**src/rtl/mmio_responder_if.sv**
```systemverilog
// mmio_responder_if: CPU data-bus signals shared by RAM and the MMIO responder
interface mmio_responder_if;
   logic [31:0] ADDR;
   logic [31:0] WDATA;
   logic [4:0]  WMASK;
   logic [31:0] rdata;
   logic        hit;
   modport master (output ADDR, WDATA, WMASK, input rdata, hit);
   modport slave  (input ADDR, WDATA, WMASK, output rdata, hit);
endinterface

```
**src/rtl/mmio_responder.sv**
```systemverilog
// mmio_responder: LED, debounced buttons with sticky edges, optional timer (MMIO_TIMER_EN)
module mmio_responder #(
   parameter logic [31:0] BASE_ADDR       = 32'h0000_2000,
   parameter int          DEBOUNCE_CYCLES = 4,
   parameter int          NUM_LEDS        = 5
) (
   input  logic                CLK,
   input  logic                RESETN,
   mmio_responder_if.slave     bus,
   input  logic [2:0]          BUTTONS,
   output logic [NUM_LEDS-1:0] leds,
   output logic                irq
);
   localparam logic [4:0] M_BYTE = 5'b00111;
   localparam logic [4:0] M_HALF = 5'b01111;
   localparam logic [4:0] M_WORD = 5'b11111;

   function automatic logic [31:0] merge(input logic [31:0] old, input logic [31:0] wd, input logic [4:0] m);
      return m == M_WORD ? wd : m == M_HALF ? {old[31:16], wd[15:0]} : {old[31:8], wd[7:0]};
   endfunction

   logic                hit, we;
   logic [5:0]          off;
   logic [31:0]         rd, led_w;
   logic [31:0]         rdata_q, rdata_d;
   logic [NUM_LEDS-1:0] leds_q, leds_d;
   logic [2:0]          sync1_q, sync2_q, btn_q, btn_d, btn_edge_q, btn_edge_d;
   logic [7:0]          cnt_q [3];
   logic [7:0]          cnt_d [3];
`ifdef MMIO_TIMER_EN
   logic [31:0]         timer_q, timer_d, cmp_q, cmp_d;
   logic                status_q, status_d;
`endif

   // decode, read mux, write merge and button debounce next-state
   always_comb begin
      hit     = bus.ADDR[31:8] == BASE_ADDR[31:8];
      off     = bus.ADDR[7:2];
      we      = hit && (bus.WMASK == M_BYTE || bus.WMASK == M_HALF || bus.WMASK == M_WORD);
      rd      = '0;
      case (off)
         6'd0: rd = 32'(leds_q);
         6'd1: rd = {29'b0, btn_q};
         6'd2: rd = {29'b0, btn_edge_q};
`ifdef MMIO_TIMER_EN
         6'd3: rd = timer_q;
         6'd4: rd = cmp_q;
         6'd5: rd = {31'b0, status_q};
`endif
         default: rd = '0;
      endcase
      rdata_d = hit ? rd : '0;
      led_w   = merge(32'(leds_q), bus.WDATA, bus.WMASK);
      leds_d  = (we && off == 6'd0) ? led_w[NUM_LEDS-1:0] : leds_q;
      btn_d   = btn_q;
      for (int i = 0; i < 3; i++) begin
         cnt_d[i] = (sync2_q[i] == btn_q[i] || cnt_q[i] == 8'(DEBOUNCE_CYCLES - 1)) ? 8'd0 : cnt_q[i] + 8'd1;
         btn_d[i] = (sync2_q[i] != btn_q[i] && cnt_q[i] == 8'(DEBOUNCE_CYCLES - 1)) ? sync2_q[i] : btn_q[i];
      end
      // a fresh rising edge overrides a simultaneous clear
      btn_edge_d = (btn_edge_q & ~((we && off == 6'd2) ? bus.WDATA[2:0] : 3'b0)) | (btn_d & ~btn_q);
   end

   // bus-facing, LED and button state registers
   always_ff @(posedge CLK or negedge RESETN)
      if (!RESETN) begin
         rdata_q    <= '0;
         leds_q     <= '0;
         sync1_q    <= '0;
         sync2_q    <= '0;
         btn_q      <= '0;
         btn_edge_q <= '0;
         for (int i = 0; i < 3; i++) cnt_q[i] <= '0;
      end else begin
         rdata_q    <= rdata_d;
         leds_q     <= leds_d;
         sync1_q    <= BUTTONS;
         sync2_q    <= sync1_q;
         btn_q      <= btn_d;
         btn_edge_q <= btn_edge_d;
         for (int i = 0; i < 3; i++) cnt_q[i] <= cnt_d[i];
      end

`ifdef MMIO_TIMER_EN
   // timer counts unless written; a compare hit beats a simultaneous status clear
   always_comb begin
      timer_d  = (we && off == 6'd3) ? merge(timer_q, bus.WDATA, bus.WMASK) : timer_q + 32'd1;
      cmp_d    = (we && off == 6'd4) ? merge(cmp_q, bus.WDATA, bus.WMASK) : cmp_q;
      status_d = (timer_q == cmp_q) | (status_q & ~(we && off == 6'd5 && bus.WDATA[0]));
   end

   // timer, compare and status registers
   always_ff @(posedge CLK or negedge RESETN)
      if (!RESETN) begin
         timer_q  <= '0;
         cmp_q    <= 32'hFFFF_FFFF;
         status_q <= 1'b0;
      end else begin
         timer_q  <= timer_d;
         cmp_q    <= cmp_d;
         status_q <= status_d;
      end

   assign irq = status_q;
`else
   assign irq = 1'b0;
`endif

   assign bus.hit   = hit;
   assign bus.rdata = rdata_q;
   assign leds      = leds_q;
endmodule

```
**src/flat_wrapper.sv**
```systemverilog
// flat-port wrapper written by rule: the top's interface ports become plain ports
module mmio_responder_flat 
#(
   parameter logic [31:0] BASE_ADDR       = 32'h0000_2000,
   parameter int          DEBOUNCE_CYCLES = 4,
   parameter int          NUM_LEDS        = 5
)
  (CLK, RESETN, BUTTONS, leds, irq, bus_ADDR, bus_WDATA, bus_WMASK, bus_rdata, bus_hit);
  mmio_responder_if bus_i ();
  input  logic CLK;
  input  logic RESETN;
  input  logic [2:0] BUTTONS;
  output logic [NUM_LEDS-1:0] leds;
  output logic irq;
  input wire logic [$bits(bus_i.ADDR)-1:0] bus_ADDR;
  input wire logic [$bits(bus_i.WDATA)-1:0] bus_WDATA;
  input wire logic [$bits(bus_i.WMASK)-1:0] bus_WMASK;
  output wire logic [$bits(bus_i.rdata)-1:0] bus_rdata;
  output wire logic [$bits(bus_i.hit)-1:0] bus_hit;
  assign bus_i.ADDR = bus_ADDR;
  assign bus_i.WDATA = bus_WDATA;
  assign bus_i.WMASK = bus_WMASK;
  assign bus_rdata = bus_i.rdata;
  assign bus_hit = bus_i.hit;
  mmio_responder #(.BASE_ADDR(BASE_ADDR), .DEBOUNCE_CYCLES(DEBOUNCE_CYCLES), .NUM_LEDS(NUM_LEDS)) u_core (.CLK(CLK), .RESETN(RESETN), .bus(bus_i), .BUTTONS(BUTTONS), .leds(leds), .irq(irq));
endmodule
```
**config.mk**
```make
export PLATFORM = sky130hd
export DESIGN_NAME = mmio_responder_flat
export DESIGN_NICKNAME = d
export VERILOG_FILES = /design/src/rtl/mmio_responder_if.sv /design/src/rtl/mmio_responder.sv /design/src/flat_wrapper.sv
export SDC_FILE = /design/constraint.sdc
export NUM_CORES = 1
export LEC_CHECK = 0
export BUFFER_PORTS_ARGS = -buffer_cell sky130_fd_sc_hd__buf_2
export CAP_MARGIN = 20
export CELL_PAD_IN_SITES_DETAIL_PLACEMENT = 1
export CELL_PAD_IN_SITES_GLOBAL_PLACEMENT = 1
export CORE_MARGIN = 2
export CORE_UTILIZATION = 34
export DETAILED_ROUTE_END_ITERATION = 6
export GPL_TIMING_DRIVEN = 0
export PLACE_DENSITY_LB_ADDON = 0.12
export SKIP_CTS_REPAIR_TIMING = 1
export SLEW_MARGIN = 20
export SYNTH_ARGS = -nofsm -noshare
export SYNTH_HDL_FRONTEND = slang
export SYNTH_SLANG_ARGS = --single-unit
```
**constraint.sdc**
```tcl
create_clock -name CLK -period 2.26 [get_ports CLK]
set_input_delay 0.339 -clock CLK [delete_from_list [all_inputs] [get_ports CLK]]
set_output_delay 0.339 -clock CLK [all_outputs]
set_load 0.03 [all_outputs]
```
==> impl_metrics.py <==
metrics = {
    "status": {
        "outcome": "complete, no violations",
    },
    "synth": {
        "synth-compound-area-share_pct": 2.43,
        "avgSynthCellArea_um2": 10.8,
        "netlist_area_um2": 2270,
        "muxShareOfSynthArea_pct": 5.30,
        "synth_simple_gate_area_share_pct": 21.4,
        "yosys_most_used_dff": "dfrtp_1",
        "yosys_warnings": 0,
        "synthArstFlopShare_pct": 100,
        "synthAdderAreaFrac_pct": 1.66,
        "postSynthCellCount": 209,
        "synth-xor-area-share_pct": 8.11,
        "synth_top_family_by_area": "simple AND/OR/NAND/NOR gates",
        "ys_ff_latch": 46,
        "synth_cell_type_count": 31,
        "synth_edf_count": 0,
        "ys_seq_area_share_pct": 50.8,
    },
    "worst_setup_path": {
        "cp.buffers_inverters": 2,
        "critPathKind": "in -> out",
        "critical_path.endpoint_type": "output port",
        "cpMaxStageDelayCell": "nor4_1",
        "crit_path_max_fanout": 6,
        "critPathTopFamily": "simple AND/OR/NAND/NOR gates",
        "worstPathCellList": "buf_2 > nor4_1 > nand4_1 > nor2_1 > buf_2",
        "arrival_ps": 1790,
        "cp-start-kind": "input port",
        "required_ps": 1920,
        "critPathMostFrequentCell": "buf_2",
        "cpPeakStageDelay_ps": 370,
    },
    "power_and_ir_drop": {
        "comb_power_share_pct": 21.8,
        "power_density_nw_per_um2": 728,
        "peakVddDrop_v": 0.000320,
        "power_switching_mw": 0.643,
        "p_sw_share_pct": 30.9,
        "clkPwrFrac_pct": 29.2,
        "power_frac_seq_pct": 49.0,
        "power.total_mw": 2.08,
        "power.leakage_nw": 1.49,
        "internal_power_mw": 1.44,
    },
    "sta": {
        "timing.fmax_mhz": 469,
        "slew_headroom_pct": 61.9,
        "rsz0062_at_grt": "false",
        "worstMarginPinSlew_ps": 571,
        "slew_violations": 0,
        "clock_skew_ps": 8.21,
        "hold_viol_final": 0,
        "post-route-period-util_pct": 94.4,
        "fin_crit_ps": 2130,
        "finalSetupViolCount": 0,
    },
    "die": {
        "start_util_pct": 35.5,
        "ios": 113,
        "placementRows": 29,
        "dieArea_um2": 7340,
        "coreArea_um2": 6390,
        "die_h_um": 85.7,
        "die_x_um": 85.7,
    },
    "placement": {
        "portBuffers": 54,
        "dp_cells": 367,
        "hpwl_um": 3650,
        "place_congestion": 0.789,
    },
    "cts": {
        "clk_pin_slew_ps": 80,
        "cts_tree": "done",
        "clockBufferDepth": 2,
        "cts.sink_count": 46,
        "cts-root-buf": "clkbuf_8",
        "cts_buffers": 5,
        "clk_latency_ps": 300,
        "cts-htree-levels": 2,
    },
    "final_layout": {
        "final_common_cell": "buf_2",
        "antenna_cells": 0,
        "syn_to_final_growth_pct": 26.0,
        "drive_gt1_share_pct": 34.9,
        "layout_common_cells": "buf_2 (54), dfrtp_1 (46), buf_4 (29)",
        "layout.nets": 374,
        "final_cells": 375,
    },
    "route": {
        "num_vias": 1707,
        "drt_iter0_drc": 27,
        "wirelength_um": 4620,
        "first_pass_iters": 4,
        "drc": 0,
        "postRouteAntennaNets": 0,
        "wl_per_cell_um": 12.3,
        "vias_per_cell": 4.55,
    },
    "job": {
        "cap_violations": 0,
    },
    "min_path": {
        "hold_path.class": "in -> async",
    },
    "global_route": {
        "antenna_found_initial": 0,
        "overflow": 0,
        "grt_pass1_wl_um": 7850,
        "grt_pass1_vias": 1748,
        "grt_max_degree": 47,
        "grt_usage_pct": 13.3,
    },
}
-- cells by family (layout without fill, tap and decap cells) --
kind of cell | after synthesis | in the layout
compound gates | 8 | 8
xor+xnor | 21 | 21
fa+ha+maj | 3 | 3
buf+inv | 33 | 95
flops | 46 | 46
mux | 11 | 11
other cells | 1 | 28
simple gates | 86 | 86
-- synthesized netlist by cell type (all sizes together), types with 3 or more instances --
master	instances	area [um^2]
and4	5	43.8
dfrtp	46	1150
o21ai	4	20.0
nand3	17	85.1
xor2	18	158
ha	3	37.5
or4b	3	33.8
nand2	10	37.5
and3	8	50.1
mux2	8	90.1
xnor2	3	26.3
inv	3	11.3
nor4	9	77.6
buf	29	215
nor2	24	90.1
nor2b	3	18.8
o41ai	3	26.3
nand2b	3	18.8
mux2i	3	30.0
-- stage by stage --
step           hold slack [ps]  setup slack [ps]  instance area [um^2]  TNS (ps)  util [%]
5_1_grt                   71.5              6.97                  2860         0      44.7
2_1_floorplan             43.4               302                  2370         0         -
3_5_place_dp               336             -28.7                  2740      -121      42.8
4_1_cts                    130              70.9                  2850         0      44.6
3_3_place_gp               336             -33.1                  2740      -138      42.8
6_report                  35.7               127                  2860         0      44.7
-- registers in the layout, summed over array words and instances, names as in the netlist --
| signal | flops |
|---|---|
| u_core.leds | 5 |
| u_core.bus.rdata | 5 |
| u_core.btn_edge_q | 3 |
| u_core.btn_q | 3 |
| u_core.cnt_q | 24 |
| u_core.sync1_q | 3 |
| u_core.sync2_q | 3 |
-- cell type report --
cell class                 count  area [um^2]
fill                         740         3530
sequential                    46         1150
multi-input combinational    157          993
timing repair buffer          54          273
buffer                        30          219
tap                           77         96.3
clock buffer                   5         68.8
clock inverter                 3         45.0
inverter                       3         11.3
-- power groups by stage --
stage | logic [mW] | registers [mW] | clock network, mW
after floorplan | 0.344 | 1.01 | 0
after global placement | 0.453 | 1.03 | 0
after detailed placement | 0.461 | 1.04 | 0
after CTS | 0.464 | 1.02 | 0.636
after global routing | 0.518 | 1.04 | 0.664
final | 0.454 | 1.02 | 0.608
-- metal layers --
layer	part of all wire [%]	global-route usage, %	vias up
met1	43	16.6	823
met4	1.6	4.76	0
li1	-	-	840
met2	50	22.2	37
met3	5.0	3.37	7
met5	0	0	-
-- path summary, 6_finish.rpt --
path | depth (start not counted) | end | start | slack, ps
setup / recovery | 5 | bus_hit | bus_ADDR[20] | 130
max in group asynchronous | 1 | u_core.sync1_q[2] | RESETN | 1840
hold reg to reg | 0 | u_core.sync2_q[0] | u_core.sync1_q[0] | 360
min in group CLK | 1 | u_core.sync1_q[0] | BUTTONS[0] | 140
hold / removal | 1 | u_core.cnt_q[12] | RESETN | 40
setup reg to reg | 5 | u_core.cnt_q[14] | u_core.cnt_q[8] | 210
Power figures use the tool's default switching activity.
